### config.mk
export PLATFORM = sky130hd
export DESIGN_NAME = conn_setup_sequencer
export DESIGN_NICKNAME = d
export VERILOG_FILES = /design/src/rtl/conn_setup_sequencer_pkg.sv /design/src/rtl/conn_setup_sequencer_rr_arbiter.sv /design/src/rtl/conn_setup_sequencer.sv
export SDC_FILE = /design/constraint.sdc
export NUM_CORES = 1
export LEC_CHECK = 0
export ABC_AREA = 1
export CORE_UTILIZATION = 41
export CTS_CLUSTER_DIAMETER = 60
export DETAILED_ROUTE_END_ITERATION = 6
export PLACE_DENSITY_LB_ADDON = 0.2
export SYNTH_ARGS = -nofsm -noshare
export SYNTH_HDL_FRONTEND = slang
export SYNTH_SLANG_ARGS = --single-unit
export TNS_END_PERCENT = 50
### constraint.sdc
create_clock -name clk -period 2.2 [get_ports clk]
set_clock_uncertainty 0.2 [all_clocks]
set_input_delay 0.33 -clock clk [delete_from_list [all_inputs] [get_ports clk]]
set_output_delay 0.33 -clock clk [all_outputs]
set_load 0.01 [all_outputs]
### src/rtl/conn_setup_sequencer_pkg.sv
// Shared types for the connection-setup sequencer: command codes, request record,
// FSM states and the frame-sequence helpers.
package conn_setup_sequencer_pkg;

    typedef enum logic [2:0] {
        CMD_CONN_ID        = 3'd0,
        CMD_OPEN           = 3'd1,
        CMD_DEST_IPV4      = 3'd2,
        CMD_DEST_PORT      = 3'd3,
        CMD_CLIENT_FLOW_ID = 3'd4,
        CMD_QP_FIELDS      = 3'd5,
        CMD_ENABLE         = 3'd6
    } cmd_e;

    typedef struct packed {
        logic        open;
        logic [31:0] conn_id;
        logic [31:0] dest_ip;
        logic [15:0] dest_port;
        logic [15:0] client_flow_id;
        logic [63:0] qp_fields;
    } req_rec_t;

    typedef enum logic [1:0] {ST_IDLE, ST_ISSUE, ST_WAIT, ST_RESP} state_e;

    // Frame index within a sequence -> command code; a close skips the address frames.
    function automatic cmd_e frame_code(input logic open, input logic [2:0] idx);
        if (open)
            return (idx >= 3'd6) ? CMD_ENABLE : cmd_e'(idx);
        case (idx)
            3'd0:    return CMD_CONN_ID;
            3'd1:    return CMD_OPEN;
            default: return CMD_ENABLE;
        endcase
    endfunction

    function automatic logic [63:0] frame_data(input req_rec_t rec, input cmd_e code);
        case (code)
            CMD_CONN_ID:        return {32'b0, rec.conn_id};
            CMD_OPEN:           return {63'b0, rec.open};
            CMD_DEST_IPV4:      return {32'b0, rec.dest_ip};
            CMD_DEST_PORT:      return {48'b0, rec.dest_port};
            CMD_CLIENT_FLOW_ID: return {48'b0, rec.client_flow_id};
            CMD_QP_FIELDS:      return rec.qp_fields;
            default:            return 64'b0;
        endcase
    endfunction

endpackage

### src/rtl/conn_setup_sequencer_rr_arbiter.sv
// Combinational round-robin arbiter: first valid request at or after the pointer wins.
module conn_setup_sequencer_rr_arbiter #(
    parameter int NUM_REQ = 2,
    parameter int IW      = (NUM_REQ > 1) ? $clog2(NUM_REQ) : 1
) (
    input  logic [NUM_REQ-1:0] i_req,
    input  logic [IW-1:0]      i_ptr,
    output logic [NUM_REQ-1:0] o_grant,
    output logic [IW-1:0]      o_idx,
    output logic               o_any
);

    logic [IW:0] w_k;

    always_comb begin
        o_grant = '0;
        o_idx   = '0;
        o_any   = 1'b0;
        w_k     = '0;
        for (int i = 0; i < NUM_REQ; i++) begin
            w_k = {1'b0, i_ptr} + (IW+1)'(i);
            if (w_k >= (IW+1)'(NUM_REQ))
                w_k = w_k - (IW+1)'(NUM_REQ);
            if (!o_any && i_req[w_k[IW-1:0]]) begin
                o_any                 = 1'b1;
                o_grant[w_k[IW-1:0]]  = 1'b1;
                o_idx                 = w_k[IW-1:0];
            end
        end
    end

endmodule

### src/rtl/conn_setup_sequencer.sv
// Shares the RPC unit's connection-setup port between requesters: arbitrates, serialises
// a request into command frames, waits for status (or times out) and returns a response.
module conn_setup_sequencer
    import conn_setup_sequencer_pkg::*;
#(
    parameter int NUM_REQ        = 2,
    parameter int TIMEOUT_CYCLES = 1024,
    parameter int REQ_W          = 161
) (
    input  logic                     clk,
    input  logic                     reset,
    input  logic [NUM_REQ-1:0]       req_valid_in,
    input  logic [NUM_REQ*REQ_W-1:0] req_data_in,
    output logic [NUM_REQ-1:0]       req_ready_out,
    output logic                     setup_en_out,
    output logic [2:0]               setup_cmd_out,
    output logic [63:0]              setup_data_out,
    input  logic                     status_valid_in,
    input  logic                     status_error_in,
    output logic [NUM_REQ-1:0]       resp_valid_out,
    output logic                     resp_error_out,
    output logic                     resp_timeout_out,
    output logic                     busy_out
);

    localparam int IW = (NUM_REQ > 1) ? $clog2(NUM_REQ) : 1;
    localparam int TW = $clog2(TIMEOUT_CYCLES);

    state_e               r_state, w_state_nxt;
    logic [IW-1:0]        r_ptr, w_ptr_nxt;
    logic [NUM_REQ-1:0]   r_gnt, w_gnt_nxt;
    req_rec_t             r_rec, w_rec_nxt;
    logic [2:0]           r_step, w_step_nxt;
    logic [TW-1:0]        r_tmo, w_tmo_nxt;
    logic                 r_err, w_err_nxt, r_to, w_to_nxt;
    logic                 r_en, w_en_nxt;
    cmd_e                 r_cmd, w_cmd_nxt, w_code;
    logic [63:0]          r_data, w_data_nxt;

    logic [NUM_REQ-1:0]   w_arb_gnt;
    logic [IW-1:0]        w_arb_idx;
    logic                 w_arb_any;
    req_rec_t             w_req_rec;

    conn_setup_sequencer_rr_arbiter #(.NUM_REQ(NUM_REQ), .IW(IW)) u_arb (
        .i_req   (req_valid_in),
        .i_ptr   (r_ptr),
        .o_grant (w_arb_gnt),
        .o_idx   (w_arb_idx),
        .o_any   (w_arb_any)
    );

    assign w_req_rec = req_rec_t'(req_data_in[w_arb_idx*REQ_W +: REQ_W]);

    always_comb begin
        w_state_nxt   = r_state;
        w_ptr_nxt     = r_ptr;
        w_gnt_nxt     = r_gnt;
        w_rec_nxt     = r_rec;
        w_step_nxt    = r_step;
        w_tmo_nxt     = r_tmo;
        w_err_nxt     = r_err;
        w_to_nxt      = r_to;
        w_en_nxt      = 1'b0;
        w_cmd_nxt     = r_cmd;
        w_data_nxt    = r_data;
        w_code        = CMD_CONN_ID;
        req_ready_out = '0;
        case (r_state)
            ST_IDLE: begin
                // Reset is folded in so the combinational accept never pulses during reset.
                if (!reset && w_arb_any) begin
                    req_ready_out = w_arb_gnt;
                    w_gnt_nxt     = w_arb_gnt;
                    w_rec_nxt     = w_req_rec;
                    w_ptr_nxt     = (w_arb_idx == IW'(NUM_REQ-1)) ? '0 : w_arb_idx + IW'(1);
                    w_step_nxt    = 3'd0;
                    w_en_nxt      = 1'b1;
                    w_cmd_nxt     = CMD_CONN_ID;
                    w_data_nxt    = frame_data(w_req_rec, CMD_CONN_ID);
                    w_state_nxt   = ST_ISSUE;
                end
            end
            ST_ISSUE: begin
                if (r_cmd == CMD_ENABLE) begin
                    w_tmo_nxt   = '0;
                    w_state_nxt = ST_WAIT;
                end else begin
                    w_code     = frame_code(r_rec.open, r_step + 3'd1);
                    w_step_nxt = r_step + 3'd1;
                    w_en_nxt   = 1'b1;
                    w_cmd_nxt  = w_code;
                    w_data_nxt = frame_data(r_rec, w_code);
                end
            end
            ST_WAIT: begin
                if (status_valid_in) begin
                    w_err_nxt   = status_error_in;
                    w_to_nxt    = 1'b0;
                    w_state_nxt = ST_RESP;
                end else if (r_tmo == TW'(TIMEOUT_CYCLES-1)) begin
                    w_err_nxt   = 1'b1;
                    w_to_nxt    = 1'b1;
                    w_state_nxt = ST_RESP;
                end else begin
                    w_tmo_nxt = r_tmo + TW'(1);
                end
            end
            ST_RESP: begin
                w_tmo_nxt   = '0;
                w_step_nxt  = 3'd0;
                w_state_nxt = ST_IDLE;
            end
            default: w_state_nxt = ST_IDLE;
        endcase
    end

    always_ff @(posedge clk) begin
        if (reset) begin
            r_state <= ST_IDLE;
            r_ptr   <= '0;
            r_gnt   <= '0;
            r_rec   <= '0;
            r_step  <= '0;
            r_tmo   <= '0;
            r_err   <= 1'b0;
            r_to    <= 1'b0;
            r_en    <= 1'b0;
            r_cmd   <= CMD_CONN_ID;
            r_data  <= '0;
        end else begin
            r_state <= w_state_nxt;
            r_ptr   <= w_ptr_nxt;
            r_gnt   <= w_gnt_nxt;
            r_rec   <= w_rec_nxt;
            r_step  <= w_step_nxt;
            r_tmo   <= w_tmo_nxt;
            r_err   <= w_err_nxt;
            r_to    <= w_to_nxt;
            r_en    <= w_en_nxt;
            r_cmd   <= w_cmd_nxt;
            r_data  <= w_data_nxt;
        end
    end

    assign setup_en_out     = r_en;
    assign setup_cmd_out    = r_cmd;
    assign setup_data_out   = r_data;
    assign resp_valid_out   = (r_state == ST_RESP) ? r_gnt : '0;
    assign resp_error_out   = (r_state == ST_RESP) & r_err;
    assign resp_timeout_out = (r_state == ST_RESP) & r_to;
    assign busy_out         = (r_state != ST_IDLE);

endmodule

# Yosys cells after proc, flatten, opt, wreduce, memory -nomap -nowiden
# Cells that the tools add are included.
classes:
  addsub: 6
  mul: 1
  order_cmp: 7
  eq_ne: 17
  shift: 1
  mux: 53
  bitwise: 3
  reduce_logical: 20
ops:
  columns: ["operator", "count"]
  rows:
  - ["64-bit case mux with 6 select lines", 1]
  - ["322-bit by 10-bit indexed part select with 161-bit output", 1]
  - ["64-bit two-way mux", 2]
  - ["64-bit case mux with 2 select lines", 1]
  - ["10-bit two-way mux", 3]
  - ["10-bit case mux with 3 select lines", 1]
  - ["3-bit two-way mux", 8]
  - ["1-bit two-way mux", 21]
  - ["2-bit two-way mux", 9]
  - ["3-bit case mux with 2 select lines", 2]
  - ["10-bit by 1-bit adder with 10-bit output, second input constant", 1]
  - ["10-bit == test, second input constant", 1]
  - ["2-bit != test, second input constant", 5]
  - ["3-bit == test, second input constant", 3]
  - ["1-bit by 8-bit multiplier with 9-bit output, second input constant", 1]
  - ["3-bit case mux with 3 select lines", 1]
  - ["3-bit AND reduction", 3]
  - ["2-bit case mux with 4 select lines", 1]
  - ["3-bit by 1-bit == test with 1-bit output, second input constant", 2]
  - ["3-bit by 2-bit == test with 1-bit output, second input constant", 2]
  - ["3-bit zero test", 2]
  - ["2-bit nonzero test", 3]
  - ["3-bit nonzero test", 2]
  - ["2-bit == test, second input constant", 2]
  - ["20 further kinds", 30]
word_totals:
  reg_bits: 249
  input_bits: 328
  out_inout_bits: 75
  elab_cells: 124

# Logic depth before layout (Yosys ltp)
# Gate-level depths: netlist of the first run.
logic_depth:
  word_depth: 12
  depth_mapped: 14
  mapped_depth_nobuf: 13

# Cells and area by module
# Synthesis of the first run repeated with hierarchy kept, for this count alone.
unflattened:
  cells_unflattened: 1698
  area_unflattened_um2: 11760.0
by_module_without_submodules:
  columns: ["mod", "n_inst", "cells_per_inst", "area_each_um2", "seq_area_each_um2"]
  rows:
  - ["conn_setup_sequencer", 1, 1691, 11730.0, 4984.8]
  - ["conn_setup_sequencer_rr_arbiter", 1, 7, 30.0, 0.0]

# Least setup slack after synthesis of the first run
# OpenSTA, ideal clock, no wires.
synth_path:
  kind: "reg2reg"
  from: "reg r_step[0]"
  to: "reg r_data[12], in the netlist setup_data_out[12]"
  setup_ns: 0.070
  arrival_ns: 1.911
  required_ns: 1.930
  slack_ns: 0.019
  path_stages_with_launch: 15
  path_buffers: 1
  synth_period_minus_slack_ns: 2.181
  cell_sequence: "dfxtp_1 ha_1 ha_1 inv_2 nand3_2 nand2_1 nand2_2 nor2_2 buf_2 nand2_1 nand2_1 nor2_1 nand3_1 nand2_1 a21oi_1"
synth_via:
  elab_chain_cells: 11
  word_cells_on_any_way: 19
  cone_classes: "1 x add/sub; 1 x order compare; 6 x eq/ne; 9 x mux; 2 x reduce/logical"
synth_rtl:
  columns: ["item", "line_no", "source"]
  rows:
  - ["start, declared", "conn_setup_sequencer.sv:33", "logic [2:0] r_step, w_step_nxt;"]
  - ["start signal, assigned", "conn_setup_sequencer.sv:136", "r_step <= w_step_nxt;"]
  - ["3-bit by 1-bit adder with 3-bit output (*)", "conn_setup_sequencer.sv:89", "w_code = frame_code(r_rec.open, r_step + 3'd1);"]
  - ["3-bit greater-or-equal comparator", "conn_setup_sequencer_pkg.sv:29", "return (idx >= 3'd6) ? CMD_ENABLE : cmd_e'(idx);"]
  - ["3-bit two-way mux", "conn_setup_sequencer_pkg.sv:29", null]
  - ["3-bit two-way mux", "conn_setup_sequencer_pkg.sv:28", "if (open)"]
  - ["3-bit two-way mux (*)", "conn_setup_sequencer_pkg.sv:30", "case (idx)"]
  - ["3-bit two-way mux (*)", "conn_setup_sequencer.sv:85", "if (r_cmd == CMD_ENABLE) begin"]
  - ["3-bit two-way mux (*)", "conn_setup_sequencer.sv:69", "case (r_state)"]
  - ["3-bit == test (tied with other cells)", "conn_setup_sequencer_pkg.sv:38", "case (code)"]
  - ["64-bit case mux with 6 select lines (*)", "conn_setup_sequencer_pkg.sv:38", null]
  - ["64-bit two-way mux (*)", "conn_setup_sequencer.sv:85", null]
  - ["64-bit case mux with 2 select lines (*)", "conn_setup_sequencer.sv:69", null]
  - ["end signal, assigned", "conn_setup_sequencer.sv:142", "r_data <= w_data_nxt;"]
  - ["end, declared", "conn_setup_sequencer.sv:38", "logic [63:0] r_data, w_data_nxt;"]
# Every way passes the cells marked *; elsewhere a longest branch is shown, timed or not. The select of a mux whose other input is x is not followed.
# A chain may end at the register's enable or synchronous reset.

# Worst setup path in the final report of the first run
layout_path:
  from: "reg r_step[1]"
  to: "reg r_data[22], in the netlist setup_data_out[22]"
# Same word-level chain as after synthesis.

==> key figures, run 1 <==
Floorplan
  • Die Width: 170 um
  • Die area: 0.0288 mm^2
  • IO Count: 403
  • Num rows: 61
  • Core ar.: 0.0277 mm^2
  • Die Y-Extent: 170 um
  • Initial Utilization: 41.6%

Clock tree
  • CTS max path bufs: 3
  • H-Tree Depth: 1
  • Root Buffer: clkbuf_16
  • Clock Pin Slew Worst Setup and Hold Paths: 0.07 ns
  • Skew-Pair Late Insertion Delay: 0.56 ns
  • Cts hold-fix bufs: 0
  • Total clock sinks: 249
  • CTS tree: yes
  • CTS Buf Count: 29

Layout
  • Nets: 2426
  • Register area: 0.00499 mm^2
  • Fraction of layout cells with a size suffix above 1: 15.3%
  • Area delta synth->final: 61.2%
  • Multi-input combinational cell area: 0.00633 mm^2
  • Fillers: 2342
  • Core Util, Final: 67.1%

Route
  • ANT nets after route: 0
  • Initial DRC Count: 820
  • Vias per cell: 5.23
  • Routed WL: 44300 um
  • DR WL/cell: 17.8 um
  • Vias post-DR: 13000
  • DRC: 0
  • TritonRoute pass-1 iters: 5

STA
  • Worst setup margin: -0.204 ns
  • Tmin final: 2.40 ns
  • Setup-failing EPs final: 64
  • Fmax: 416 MHz
  • RSZ-0062 raised after global routing: true
  • Worst slew margin: 44.9%
  • Final-report max-slew violation count: 0
  • Slew @ Worst Pin: 0.827 ns
  • Final period util: 109%
  • Final Hold Viols: 0

Critical path
  • Crit-path slowest cell: dfxtp_4
  • Crit path max-delay family: simple AND/OR/NAND/NOR gates
  • CP max stage delay: 0.36 ns
  • Worst Path Class, Setup: flip-flop to flip-flop
  • CP endpoint kind: flip-flop
  • CP Launch Type: flip-flop
  • Critical path destination: setup_data_out[22]
  • Worst-path cell chain: ha_4 > ha_4 > inv_4 > nand3_4 > nand3_4 > buf_6 > nand3_4 > buf_12 > clkinvlp_4 > nand2_2 > nand3_2 > a21oi_2 > nor2_1
  • CP most frequent cell: nand3_4
  • Worst Path Buf+Inv: 4
  • Reg2reg path depth: 13
  • R2r startpoint: r_step[1]
  • Reg2Reg Setup Slack: -0.20 ns
  • Highest net fanout along the worst path: 8
  • Required @ worst endpoint: 2.44 ns
  • Worst reg2reg endpoint: setup_data_out[22]
  • Worst Path Arrival: 2.65 ns
  • Crit path from: r_step[1]
  • WP depth: 13

Synth
  • Post-synth EDFFs: 0
  • Area contributors post-synth: dfxtp_1, nand2_1, a31oi_1
  • Post-synth top flop: dfxtp_1
  • Commonest cells in the netlist: nand2_1, dfxtp_1, a31oi_1, a21oi_1, inv_1
  • Mean Syn Cell Area: 6.95 um^2
  • Synthesized cell area: 0.0115 mm^2
  • Yosys warns: 0
  • Cell taking the most area after synthesis: dfxtp_1
  • Fraction of registers with async set/reset: 0%
  • Area share of the largest cell type after synthesis: 43.3%
  • Synth cell types: 33
  • Syn nets: 1995
  • Cell count after synthesis: 1658
  • Most frequent cell after synthesis: nand2_1
  • Part of the Yosys area used for sequential elements: 43.3%
  • Synthesized flop and latch total: 249

Pwr
  • Power per standard cell area: 1070 mW/mm^2
  • VDD IR-drop max: 0.739 mV
  • Pleak: 6.97 nW
  • Pwr Total: 0.0198 W

Job
  • MaxCap Viol Count: 0

GRT
  • Gr usage total: 29.2%
  • Busiest grt layer: met2
  • Via count of the first global-routing pass: 12300
  • M3 GR Usage: 4.92%
  • GRT overflow: 0
  • Largest net degree at the start of global routing: 166
  • First-pass GRT wire length: 66200 um
  • M1 GR Usage: 36.6%
  • Initial antenna violation count: 2
  • Met2 Usage GRT: 50.8%

Outcome
  • Failing checks: negative setup slack
  • Status: finished, violations left

Place
  • Final RePlAce weighted congestion: 0.951
  • Buffers on Ports: 402
  • HPWL after DPL: 30000 um

Min path
  • Min-delay worst type: primary input to flip-flop
per-stage QoR:
step / TNS, ns / hold slack (ns) / setup WS (ns) / cells / cell area [um^2]
after floorplan: 0 / 0.234 / 0.0193 / 1658 / 11500
after global placement: -34.13 / 0.247 / -0.317 / 2408 / 16500
after detailed placement: -42.02 / 0.254 / -0.335 / 2408 / 16500
after CTS: -4.95 / 0.131 / -0.140 / 2481 / 18100
after global routing: -12.71 / 0.146 / -0.257 / 2491 / 18600
final: -9.15 / 0.141 / -0.204 / 2491 / 18600
placed cells by master, fill, tap and decap left out, types with 9 or more instances in the layout:
cell             count
o21ai_0             71
a31oi_1            129
nand2_2             16
clkbuf_16           32
nand4_1              9
buf_6               11
nor2_1              67
inv_1               72
nand2_1            637
nand3_4             13
nand3_1             49
mux2_2              31
dfxtp_1            246
a21oi_1             51
inv_2                9
buf_12              27
clkdlybuf4s50_1    394
a21oi_2             34
nand3_2             16
o31ai_1             24
buf_4               71
layout make-up:
type,count,area share (%)
Antenna cell,1,0.0135
Clock buffer,38,4.30
Clock inverter,16,1.54
Inverter,84,1.74
Multi-Input combinational cell,1208,34.1
Sequential cell,249,26.9
Tap cell,378,2.55
Timing Repair Buffer,517,28.9
power breakdown:
part	internal, W	switching, W
Sequential	0.00551	0.000606
Clock	0.00340	0.00202
Combinational	0.00387	0.00444
per-layer routing:
metal	part of all wire [%]	wire (um)
met1	42	18500
met2	49	21600
met3	7.0	3090
met4	2.5	1120
met5	0	0
state kept, by name (all words and copies together), names as in the netlist, 2 cells and up:
name,count
r_gnt,2
r_rec,161
r_state,2
r_step,3
r_tmo,10
setup_cmd_out,3
setup_data_out,64
logic make-up after synthesis:
| group | Yosys count | share of synthesized area (%) |
|---|---|---|
| AOI/OAI and AO/OA | 328 | 16.6 |
| xor gates and xnor gates | 1 | 0.0760 |
| adders and majority gates | 9 | 0.977 |
| buffers and inverters | 201 | 7.24 |
| DFF | 249 | 43.3 |
| muxes | 31 | 3.03 |
| and+or+nand+nor | 839 | 28.8 |
worst reg2reg max path: cells and delay by family (launching register included):
kind                       cells  cell delay [ns]
DFF                            1             0.36
and+or+nand+nor                6             0.58
AOI/OAI and AO/OA              1             0.15
adders and majority gates      2             0.48
buffers and inverters          4             0.51
worst min-delay path by stage:
stage                      from        end  slack [ns]  cells after the start
2_1_floorplan              r_to       r_to        0.23                      2
3_3_place_gp               r_to       r_to        0.25                      2
3_5_place_dp               r_to       r_to        0.25                      2
4_1_cts        req_data_in[224]  r_rec[63]        0.13                      3
5_1_grt         req_data_in[35]  r_rec[35]        0.15                      3
6_report       req_data_in[251]  r_rec[90]        0.14                      3
repair_timing:
action                     4_1_cts  5_1_grt
buffers inserted                14        6
setup endpoints to repair       71       70
resized for setup               79       92
gates cloned                     5        4
pin swaps                       13       39
(Power assumes the default switching activity.)
==> inputs of run 2 (changes only) <==
Settings changed: REMOVE_ABC_BUFFERS set to 1.
==> run 2 against run 1 <==
The run still ends with negative setup slack left. Design area decreased by 3.0%. Non-clock buffer count decreased by 13. Power decreased by 5.3%. Sequential share of layout area increased by 0.84 points. Clock power decreased by 9.2%. Critical path depth increased by 1. Final cell count decreased by 0.52%. Die area unchanged. Register-to-register slack improved by 0.05 ns. Fmax increased by 2.0%. Combinational power decreased by 5.3%. Core utilization decreased by 2.0 points. Critical path type unchanged.
==> key figures, run 2 (same netlist as run 1, synthesis figures left out) <==
Outcome
  • Status: finished, violations left
  • Failing checks: negative setup slack

Floorplan
  • IO Count: 403 (unchanged)
  • Core ar.: 0.0277 mm^2 (unchanged)
  • Die area: 0.0288 mm^2 (unchanged)
  • Initial Utilization: 41.6% (unchanged)
  • Num rows: 61 (unchanged)
  • Die Y-Extent: 170 um (unchanged)
  • Die Width: 170 um (unchanged)

Min path
  • Min-delay worst type: primary input to flip-flop

Route
  • Vias post-DR: 12800 (-1.5%)
  • DR WL/cell: 16.6 um (-6.6%)
  • TritonRoute pass-1 iters: 5 (unchanged)
  • Initial DRC Count: 860 (+4.9%)
  • Vias per cell: 5.18 (-0.96%)
  • DRC: 0 (unchanged)
  • Routed WL: 41200 um (-7.0%)
  • ANT nets after route: 0 (unchanged)

Clock tree
  • Root Buffer: clkbuf_16
  • CTS max path bufs: 3 (unchanged)
  • Clock Pin Slew Worst Setup and Hold Paths: 0.06 ns (about the same)
  • Skew-Pair Late Insertion Delay: 0.55 ns (about the same)
  • CTS tree: yes
  • Total clock sinks: 249 (unchanged)
  • H-Tree Depth: 1 (unchanged)
  • CTS Buf Count: 29 (unchanged)

STA
  • Setup-failing EPs final: 64 (unchanged)
  • Fmax: 424 MHz (+2.0%)
  • Worst slew margin: 30.7% (-14 points)
  • Slew @ Worst Pin: 1.04 ns (+0.213 ns)
  • Tmin final: 2.36 ns (-0.0472 ns)
  • Worst setup margin: -0.157 ns (+0.0472 ns)
  • Final-report max-slew violation count: 0 (unchanged)
  • RSZ-0062 raised after global routing: true
  • Setup TNS: -5.83 ns (+3.33 ns)
  • Final period util: 107% (-2.1 points)
  • Final Hold Viols: 0 (unchanged)

GRT
  • Via count of the first global-routing pass: 12200 (-0.58%)
  • First-pass GRT wire length: 62900 um (-4.9%)
  • Gr usage total: 27.4% (-1.7 points)
  • Largest net degree at the start of global routing: 166 (unchanged)
  • Initial antenna violation count: 2 (unchanged)
  • GRT overflow: 0 (unchanged)

Layout
  • Top reg by flops: r_rec
  • Nets: 2413 (-0.54%)
  • Core Util, Final: 65.0% (-2.0 points)
  • Fillers: 2389 (+2.0%)
  • Area delta synth->final: 56.3%
  • Leading cell type in the layout, fill and taps excluded: nand2_1
  • Final instance area: 0.0180 mm^2 (-3.0%)
  • Max reg flops: 161 (unchanged)
  • Commonest non-fill, non-tap cells in the layout: nand2_1, clkdlybuf4s50_1, dfxtp_1, a31oi_1
  • Fraction of layout cells with a size suffix above 1: 12.5% (-2.8 points)

Critical path
  • CP Launch Type: flip-flop
  • Highest net fanout along the worst path: 8 (unchanged)
  • CP endpoint kind: flip-flop
  • Required @ worst endpoint: 2.42 ns (-0.02 ns)
  • Worst Path Arrival: 2.58 ns (-0.07 ns)
  • Worst Path Class, Setup: flip-flop to flip-flop

Pwr
  • Power per standard cell area: 1040 mW/mm^2 (-2.4%)
  • Pleak: 6.79 nW (-2.6%)
  • Pwr Total: 0.0188 W (-5.3%)
  • VDD IR-drop max: 0.611 mV (-17%)

Place
  • Post-DP Area: 0.0165 mm^2 (about the same)
  • Buffers on Ports: 402 (unchanged)
  • Final RePlAce weighted congestion: 0.828 (-13%)
  • HPWL after DPL: 27600 um (-8.0%)

Job
  • MaxCap Viol Count: 0 (unchanged)
run 2: area by class of cell:
cell class / instances / area (um^2) / area share, %
Inverter: 84 / 322 / 1.78
Timing Repair Buffer: 504 / 5220 / 29.0
Tap cell: 378 / 473 / 2.62
Antenna cell: 2 / 5.00 / 0.0278
Sequential cell: 249 / 4990 / 27.7
Clock buffer: 40 / 837 / 4.65
Clock inverter: 13 / 150 / 0.833
Multi-Input combinational cell: 1208 / 6010 / 33.4
run 2: repair_timing:
item | in CTS | in global routing
gates resized for setup | 64 | 31
endpoints found under the setup margin | 71 | 68
buffers inserted | 12 | 3
gates cloned | 4 | 0
pin swaps | 12 | 15
hold buffers | 0 | 0
run 2: final timing paths:
kind | from | to | slack (ns) | depth (start not counted)
setup / recovery | r_step[0] | setup_data_out[28] | -0.16 | 14
hold / removal | reset | r_rec[35] | 0.14 | 3
setup reg to reg | r_step[0] | setup_data_out[28] | -0.16 | 14
hold reg to reg | r_rec[134] | r_rec[134] | 0.27 | 2
run 2: power by group:
group | total, W | internal [W] | switching, W
combinational | 0.00786 | 0.00370 | 0.00416
sequential | 0.00602 | 0.00551 | 0.000501
clock | 0.00492 | 0.00300 | 0.00192
total | 0.0188 | 0.0122 | 0.00658
run 2: worst max-delay path, stage by stage (launching register included):
cell and delay, ns:
dfxtp_4 0.36, ha_4 0.16, ha_4 0.26, inv_4 0.08, nand3_4 0.11, buf_6 0.14
nand2_4 0.06, nand2_4 0.08, nand3_4 0.10, buf_12 0.12, clkinvlp_4 0.18, nand2_1 0.13
nand3_2 0.08, a21oi_2 0.12, nor2_1 0.05
run 2: metal layers:
layer,routed length [um],track usage [%],vias to the layer above
met5,0,0,-
met4,1490,11.8,0
met3,2840,5.01,84
met2,20200,47.6,503
met1,16700,33.0,5944
li1,-,-,6306
run 2: per-stage QoR:
step | cells | setup WS [ns] | hold WS (ns)
final | 2478 | -0.157 | 0.141
after global routing | 2478 | -0.250 | 0.150
after CTS | 2473 | -0.0962 | 0.127
after detailed placement | 2404 | -0.256 | 0.258
after global placement | 2404 | -0.270 | 0.252
after floorplan | 1541 | -5.09 | 0.199
